File: src/rtl/iob_regfile_arb_pkg.sv
// Shared definitions for the single-port register-file arbiter:
// controller state encoding and requester index constants.
package iob_regfile_arb_pkg;

    // Controller states: CLEAR zeroes the regfile, RUN serves requesters.
    typedef enum logic {
        ST_CLEAR = 1'b0,
        ST_RUN   = 1'b1
    } state_t;

    // Requester indices, also the encoding of the round-robin pointer.
    localparam logic REQ_M0 = 1'b0;
    localparam logic REQ_M1 = 1'b1;

endpackage

File: src/rtl/iob_rr_arb2.sv
// Two-request round-robin arbiter. The pointer remembers the last winner;
// on a tie the other requester is granted. Grant is combinational and is
// forced to zero while en is low.
module iob_rr_arb2
    import iob_regfile_arb_pkg::*;
(
    input  logic       clk,
    input  logic       rst_n,
    input  logic [1:0] req,
    input  logic       en,
    output logic [1:0] gnt
);

    logic r_ptr;

    // Combinational one-hot grant with round-robin tie break.
    always_comb begin
        gnt = '0;
        if (en) begin
            unique case (req)
                2'b01:   gnt = 2'b01;
                2'b10:   gnt = 2'b10;
                2'b11:   gnt = (r_ptr == REQ_M1) ? 2'b01 : 2'b10;
                default: gnt = '0;
            endcase
        end
    end

    // Pointer follows the winner; resets to M1 so M0 wins the first tie.
    always_ff @(posedge clk or negedge rst_n) begin
        if (!rst_n) begin
            r_ptr <= REQ_M1;
        end else if (gnt != 2'b00) begin
            r_ptr <= gnt[1];
        end
    end

endmodule

File: src/rtl/iob_regfile_arb.sv
// Single-port register-file controller shared by two requesters (M0, M1).
// After reset, and on a clr pulse while running, every entry is zeroed by
// a clear sequence; otherwise requests are served round-robin, one access
// per cycle, with read data returned one cycle after the grant.
module iob_regfile_arb
    import iob_regfile_arb_pkg::*;
#(
    parameter int unsigned ADDR_W = 2,
    parameter int unsigned DATA_W = 32
) (
    input  logic              clk,
    input  logic              rst_n,
    input  logic              clr,
    output logic              busy,

    input  logic              m0_valid,
    input  logic              m0_we,
    input  logic [ADDR_W-1:0] m0_addr,
    input  logic [DATA_W-1:0] m0_wdata,
    output logic              m0_ready,
    output logic              m0_rvalid,
    output logic [DATA_W-1:0] m0_rdata,

    input  logic              m1_valid,
    input  logic              m1_we,
    input  logic [ADDR_W-1:0] m1_addr,
    input  logic [DATA_W-1:0] m1_wdata,
    output logic              m1_ready,
    output logic              m1_rvalid,
    output logic [DATA_W-1:0] m1_rdata,

    output logic              rf_we,
    output logic [ADDR_W-1:0] rf_addr,
    output logic [DATA_W-1:0] rf_w_data,
    input  logic [DATA_W-1:0] rf_r_data
);

    localparam logic [ADDR_W-1:0] CNT_LAST = '1;

    state_t            r_state;
    state_t            w_state_nxt;
    logic [ADDR_W-1:0] r_cnt;
    logic [ADDR_W-1:0] w_cnt_nxt;
    logic [1:0]        w_req;
    logic [1:0]        w_gnt;
    logic              w_arb_en;
    logic              w_rd0;
    logic              w_rd1;
    logic              r_m0_rvalid;
    logic              r_m1_rvalid;
    logic [DATA_W-1:0] r_m0_rdata;
    logic [DATA_W-1:0] r_m1_rdata;

    // Arbiter is enabled only in RUN and never in a cycle where clr wins,
    // so its pointer does not move on those cycles.
    assign w_req    = {m1_valid, m0_valid};
    assign w_arb_en = (r_state == ST_RUN) && !clr;

    iob_rr_arb2 u_arb (
        .clk   (clk),
        .rst_n (rst_n),
        .req   (w_req),
        .en    (w_arb_en),
        .gnt   (w_gnt)
    );

    assign w_rd0 = w_gnt[REQ_M0] && !m0_we;
    assign w_rd1 = w_gnt[REQ_M1] && !m1_we;

    // Next state, clear counter and regfile/handshake outputs.
    always_comb begin
        w_state_nxt = r_state;
        w_cnt_nxt   = r_cnt;
        busy        = 1'b0;
        rf_we       = 1'b0;
        rf_addr     = '0;
        rf_w_data   = '0;
        m0_ready    = 1'b0;
        m1_ready    = 1'b0;
        unique case (r_state)
            ST_CLEAR: begin
                busy    = 1'b1;
                rf_we   = 1'b1;
                rf_addr = r_cnt;
                if (r_cnt == CNT_LAST) begin
                    w_state_nxt = ST_RUN;
                    w_cnt_nxt   = '0;
                end else begin
                    w_cnt_nxt = r_cnt + 1'b1;
                end
            end
            ST_RUN: begin
                if (clr) begin
                    w_state_nxt = ST_CLEAR;
                    w_cnt_nxt   = '0;
                end
                m0_ready = w_gnt[REQ_M0];
                m1_ready = w_gnt[REQ_M1];
                if (w_gnt[REQ_M0]) begin
                    rf_we     = m0_we;
                    rf_addr   = m0_addr;
                    rf_w_data = m0_wdata;
                end else if (w_gnt[REQ_M1]) begin
                    rf_we     = m1_we;
                    rf_addr   = m1_addr;
                    rf_w_data = m1_wdata;
                end
            end
            default: begin
                w_state_nxt = ST_CLEAR;
                w_cnt_nxt   = '0;
            end
        endcase
    end

    // State and clear-counter registers.
    always_ff @(posedge clk or negedge rst_n) begin
        if (!rst_n) begin
            r_state <= ST_CLEAR;
            r_cnt   <= '0;
        end else begin
            r_state <= w_state_nxt;
            r_cnt   <= w_cnt_nxt;
        end
    end

    // Read return: rvalid pulses one cycle after a read grant; rdata holds
    // until that requester's next read.
    always_ff @(posedge clk or negedge rst_n) begin
        if (!rst_n) begin
            r_m0_rvalid <= 1'b0;
            r_m1_rvalid <= 1'b0;
            r_m0_rdata  <= '0;
            r_m1_rdata  <= '0;
        end else begin
            r_m0_rvalid <= w_rd0;
            r_m1_rvalid <= w_rd1;
            if (w_rd0) begin
                r_m0_rdata <= rf_r_data;
            end
            if (w_rd1) begin
                r_m1_rdata <= rf_r_data;
            end
        end
    end

    assign m0_rvalid = r_m0_rvalid;
    assign m1_rvalid = r_m1_rvalid;
    assign m0_rdata  = r_m0_rdata;
    assign m1_rdata  = r_m1_rdata;

endmodule

File: config.mk
export PLATFORM = sky130hd
export DESIGN_NAME = iob_regfile_arb
export DESIGN_NICKNAME = d
export VERILOG_FILES = /design/src/rtl/iob_regfile_arb_pkg.sv /design/src/rtl/iob_rr_arb2.sv /design/src/rtl/iob_regfile_arb.sv
export SDC_FILE = /design/constraint.sdc
export NUM_CORES = 1
export LEC_CHECK = 0
export ABC_CLOCK_PERIOD_IN_PS = 2180
export CAP_MARGIN = 25
export CORE_MARGIN = 10
export CORE_UTILIZATION = 39
export CTS_CLUSTER_DIAMETER = 120
export DETAILED_ROUTE_END_ITERATION = 7
export PLACE_DENSITY = 0.95
export SYNTH_ARGS = -nofsm -noshare
export SYNTH_HDL_FRONTEND = slang
export SYNTH_SLANG_ARGS = --single-unit
File: constraint.sdc
create_clock -name clk -period 2.18 [get_ports clk]
set_input_delay 0.327 -clock clk [delete_from_list [all_inputs] [get_ports clk]]
set_output_delay 0.327 -clock clk [all_outputs]
set_load 0.02 [all_outputs]
==> impl_metrics.env <==
export IMPL_postSynthAreaPerCell_um2=15.34
export IMPL_use_met3=0.09054
export IMPL_globalRouteTotalUtil=0.2006
export IMPL_worst_slew_pin_slew_ps=363.2
export IMPL_setup_violations=0
export IMPL_total_power_w=0.006964
export IMPL_leakage_nw=2.561
export IMPL_detail_route_first_pass_iterations=4
export IMPL_fraction_of_power_consumed_by_the_clock_network=0.167
export IMPL_yosys_mux_area_fraction=0.2518
export IMPL_ctsLongestPathBuffers=2
export IMPL_yosysWarningCount=0
export IMPL_n_antenna_cell=0
export IMPL_antenna_found_initial=0
export IMPL_synth_enable_flop_cells=0
export IMPL_critical_path_cell_chain="nand2b_4 > and3_4 > buf_12 > a22o_1 > buf_4"
export IMPL_die_width_um=110.0
export IMPL_hold_viol=0
export IMPL_netSwitchingPower_w=0.002484
export IMPL_yosys_area_top_type="dfrtp_1"
export IMPL_synth_seq_cells=70
export IMPL_critical_path_slowest_cell="dfstp_2"
export IMPL_via_count_of_the_first_global_routing_pass=3052
export IMPL_final_cells=536
export IMPL_floorplan_initialDensity=0.4048
export IMPL_slew_headroom=0.7578
export IMPL_grt_start_max_net_pins=71
export IMPL_post_drt_wl_per_cell_um=22.87
export IMPL_place_inst=519
export IMPL_holdBufCountCts=0
export IMPL_drt_antenna_violating_nets=0
export IMPL_detailedRoute_firstIterationViolations=85
export IMPL_hpwl_um=9548
export IMPL_share_comb_of_total_power=0.511
export IMPL_wirelength_um=12260
export IMPL_core_area_um2=7807
export IMPL_post_drt_via_cell_ratio=5.007
export IMPL_floorplan_die_height_um=110.0
export IMPL_critPathLaunchType="flop"
export IMPL_synth_xor_xnor_area_share=0
export IMPL_grt_util_met1=0.2032
export IMPL_io_pins=211
export IMPL_final_critical_path_setup_slack_ps=45.21
export IMPL_end_kind="output port"
export IMPL_whs_ps=1.158
export IMPL_route_detailed_drc=0
export IMPL_grt_most_used_layer="met2"
export IMPL_netlist_area_leader_share=0.5463
export IMPL_ys_flop_type="dfrtp_1"
export IMPL_cp_max_fo=15
export IMPL_maxCapViolCount=0
export IMPL_criticalPathCategory="flop to output port"
export IMPL_gpl_final_weighted_congestion=0.9151
export IMPL_netlist_area_um2=3161
export IMPL_grt_first_pass_wirelength_um=18340
export IMPL_areaGrowthSynthToFinish_pct=75.38
export IMPL_cts_root_buf="clkbuf_8"
export IMPL_vias_after_detailed_routing=2684
export IMPL_seq_power_share=0.322
export IMPL_tritoncts_num_sinks=70
export IMPL_peakVddDrop_mv=0.9542
export IMPL_setup_clock_skew_after_layout_ps=8.646
export IMPL_rows=32
export IMPL_synth_simple_gate_area_share=0.03998
export IMPL_max_stage_delay_ps=570
export IMPL_postSynthCellCount=206
export IMPL_layout_drive_gt1_share=0.2972
export IMPL_synth_top_family_by_area="multiplexers"
export IMPL_postSynthNetCount=314
export IMPL_report_final_slew_viol_count=0
export IMPL_pwr_density_cell_nw_per_um2=1256
export IMPL_ys_types=28
export IMPL_synth_async_reset_ratio=1.000
export IMPL_cts_buffers=9
export IMPL_cts_tree="done"
export IMPL_seq_area_frac_synth=0.5546
export IMPL_final_net_count=537
export IMPL_critPathLaunch="u_arb.r_ptr$_DFFE_PN1P_"
export IMPL_met2_usage=0.3577
export IMPL_post_synth_fa_ha_maj_area_fraction=0.003959
export IMPL_synth_compound_area_share=0.1085
export IMPL_most_common_cell_in_the_synthesized_netlist="dfrtp_1"
export IMPL_post_place_ws_ps=-390.5
export IMPL_clock_insertion_delay_worst_skew_ps=350
export IMPL_r2r_startpoint="r_state$_DFF_PN0_"
export IMPL_run_status="complete, no violations"
export IMPL_timing_final_crit_share=0.9793
export IMPL_worst_setup_hold_path_clk_slew_ps=90
export IMPL_power_internal_w=0.004480
export IMPL_design_die_area_um2=12100
export IMPL_critPathArrivalTime_ps=1810
export IMPL_overflow=0
export IMPL_h_tree_depth=3
export IMPL_fin_tns_setup_ps=0
export IMPL_timing_final_crit_period_ps=2135
export IMPL_max_freq_ghz=0.4684
export IMPL_netlist_top_cells_count="69 x dfrtp_1, 35 x mux2_2, 33 x a22o_1, 20 x mux2_4, 9 x mux2_1"
export IMPL_hold_path_class="input pin to async pin"
export IMPL_worst_endpoint_required_ps=1850
export IMPL_place_port_buffers=210
export IMPL_cell_types_with_the_largest_area_share_after_synthesis="dfrtp_1 55%, mux2_2 12%, mux2_4 9.5%, a22o_1 9.1%, mux2_1 3.2%"
export IMPL_power_switching_fraction=0.3567
==> cells by family after synthesis <==
family                   count (synthesis)
multiplexers                            64
AO/OA/AOI/OAI                           40
adder cells (fa/ha/maj)                  1
buffers and inverters                   15
AND/OR/NAND/NOR                         16
flip-flops                              70
==> placed cells by master, fill, tap and decap left out, drive strengths merged <==
cell type / count
nand3: 1
clkbuf: 11
ha: 1
mux2: 64
clkinv: 2
clkdlybuf4s50: 170
dfrtp: 69
clkinvlp: 1
buf: 50
a221o: 3
inv: 4
a22o: 33
and3: 2
dfstp: 1
a21oi: 1
and2b: 5
nand2: 3
bufinv: 2
dlygate4sd2: 3
a31oi: 1
and4bb: 1
and2: 3
a21o: 1
o21ai: 1
nand2b: 1
==> registers in the layout (all words and copies together), names as in the netlist <==
register     count
m0_rdata        32
m0_rvalid        1
m1_rdata        32
m1_rvalid        1
r_cnt            2
r_state          1
u_arb.r_ptr      1
==> routing by layer <==
layer,vias to the layer above,share of wire
met5,-,0
met2,118,0.53
met3,21,0.10
li1,1219,-
met4,0,0.025
met1,1326,0.34
==> critical path: cells and delay by family, from the launching register on <==
kind	cells	cell delay, ps
AO/OA/AOI/OAI	1	190
flip-flops	1	570
buffers and inverters	2	310
AND/OR/NAND/NOR	2	390
==> metrics by stage <==
stage / cell area, um2 / utilization
after CTS: 5545 / 0.7103
after global routing: 5543 / 0.7099
final: 5543 / 0.7099
after global placement: 5419 / 0.6941
after detailed placement: 5419 / 0.6941
after floorplan: 3161 / -
==> final timing paths <==
path	to	slack [ps]	depth (start not counted)
hold / removal	m0_rdata[8]$_DFFE_PN0P_	1	2
hold reg to reg	m1_rdata[24]$_DFFE_PN0P_	490	1
max in group asynchronous	u_arb.r_ptr$_DFFE_PN1P_	1860	2
min in group clk	u_arb.r_ptr$_DFFE_PN1P_	470	3
setup / recovery	rf_w_data[10]	50	5
setup reg to reg	m0_rdata[0]$_DFFE_PN0P_	570	5
==> power by group through the flow <==
stage	clock (W)	combinational (W)	sequential [W]
after floorplan	0	0.000997	0.00293
after global placement	0	0.00352	0.00221
after detailed placement	0	0.00359	0.00226
after CTS	0.00120	0.00357	0.00225
after global routing	0.00125	0.00375	0.00232
final	0.00117	0.00356	0.00224
==> final cells by class <==
class	count	area (um2)
fillers	564	2265
repair buffers	224	2135
flip-flops and latches	70	1753
multi-input cells	121	1290
clock buffers	10	127.6
well taps	102	127.6
clock inverters	6	93.84
inverters	3	16.27
==> timing repair <==
action	4_1_cts	5_1_grt
resized for setup	156	10
pin swaps	3	4
cloned	1	0
endpoints found under the setup margin	37	9
setup buffers	1	0
No activity file was read; power rests on OpenSTA's default activity.
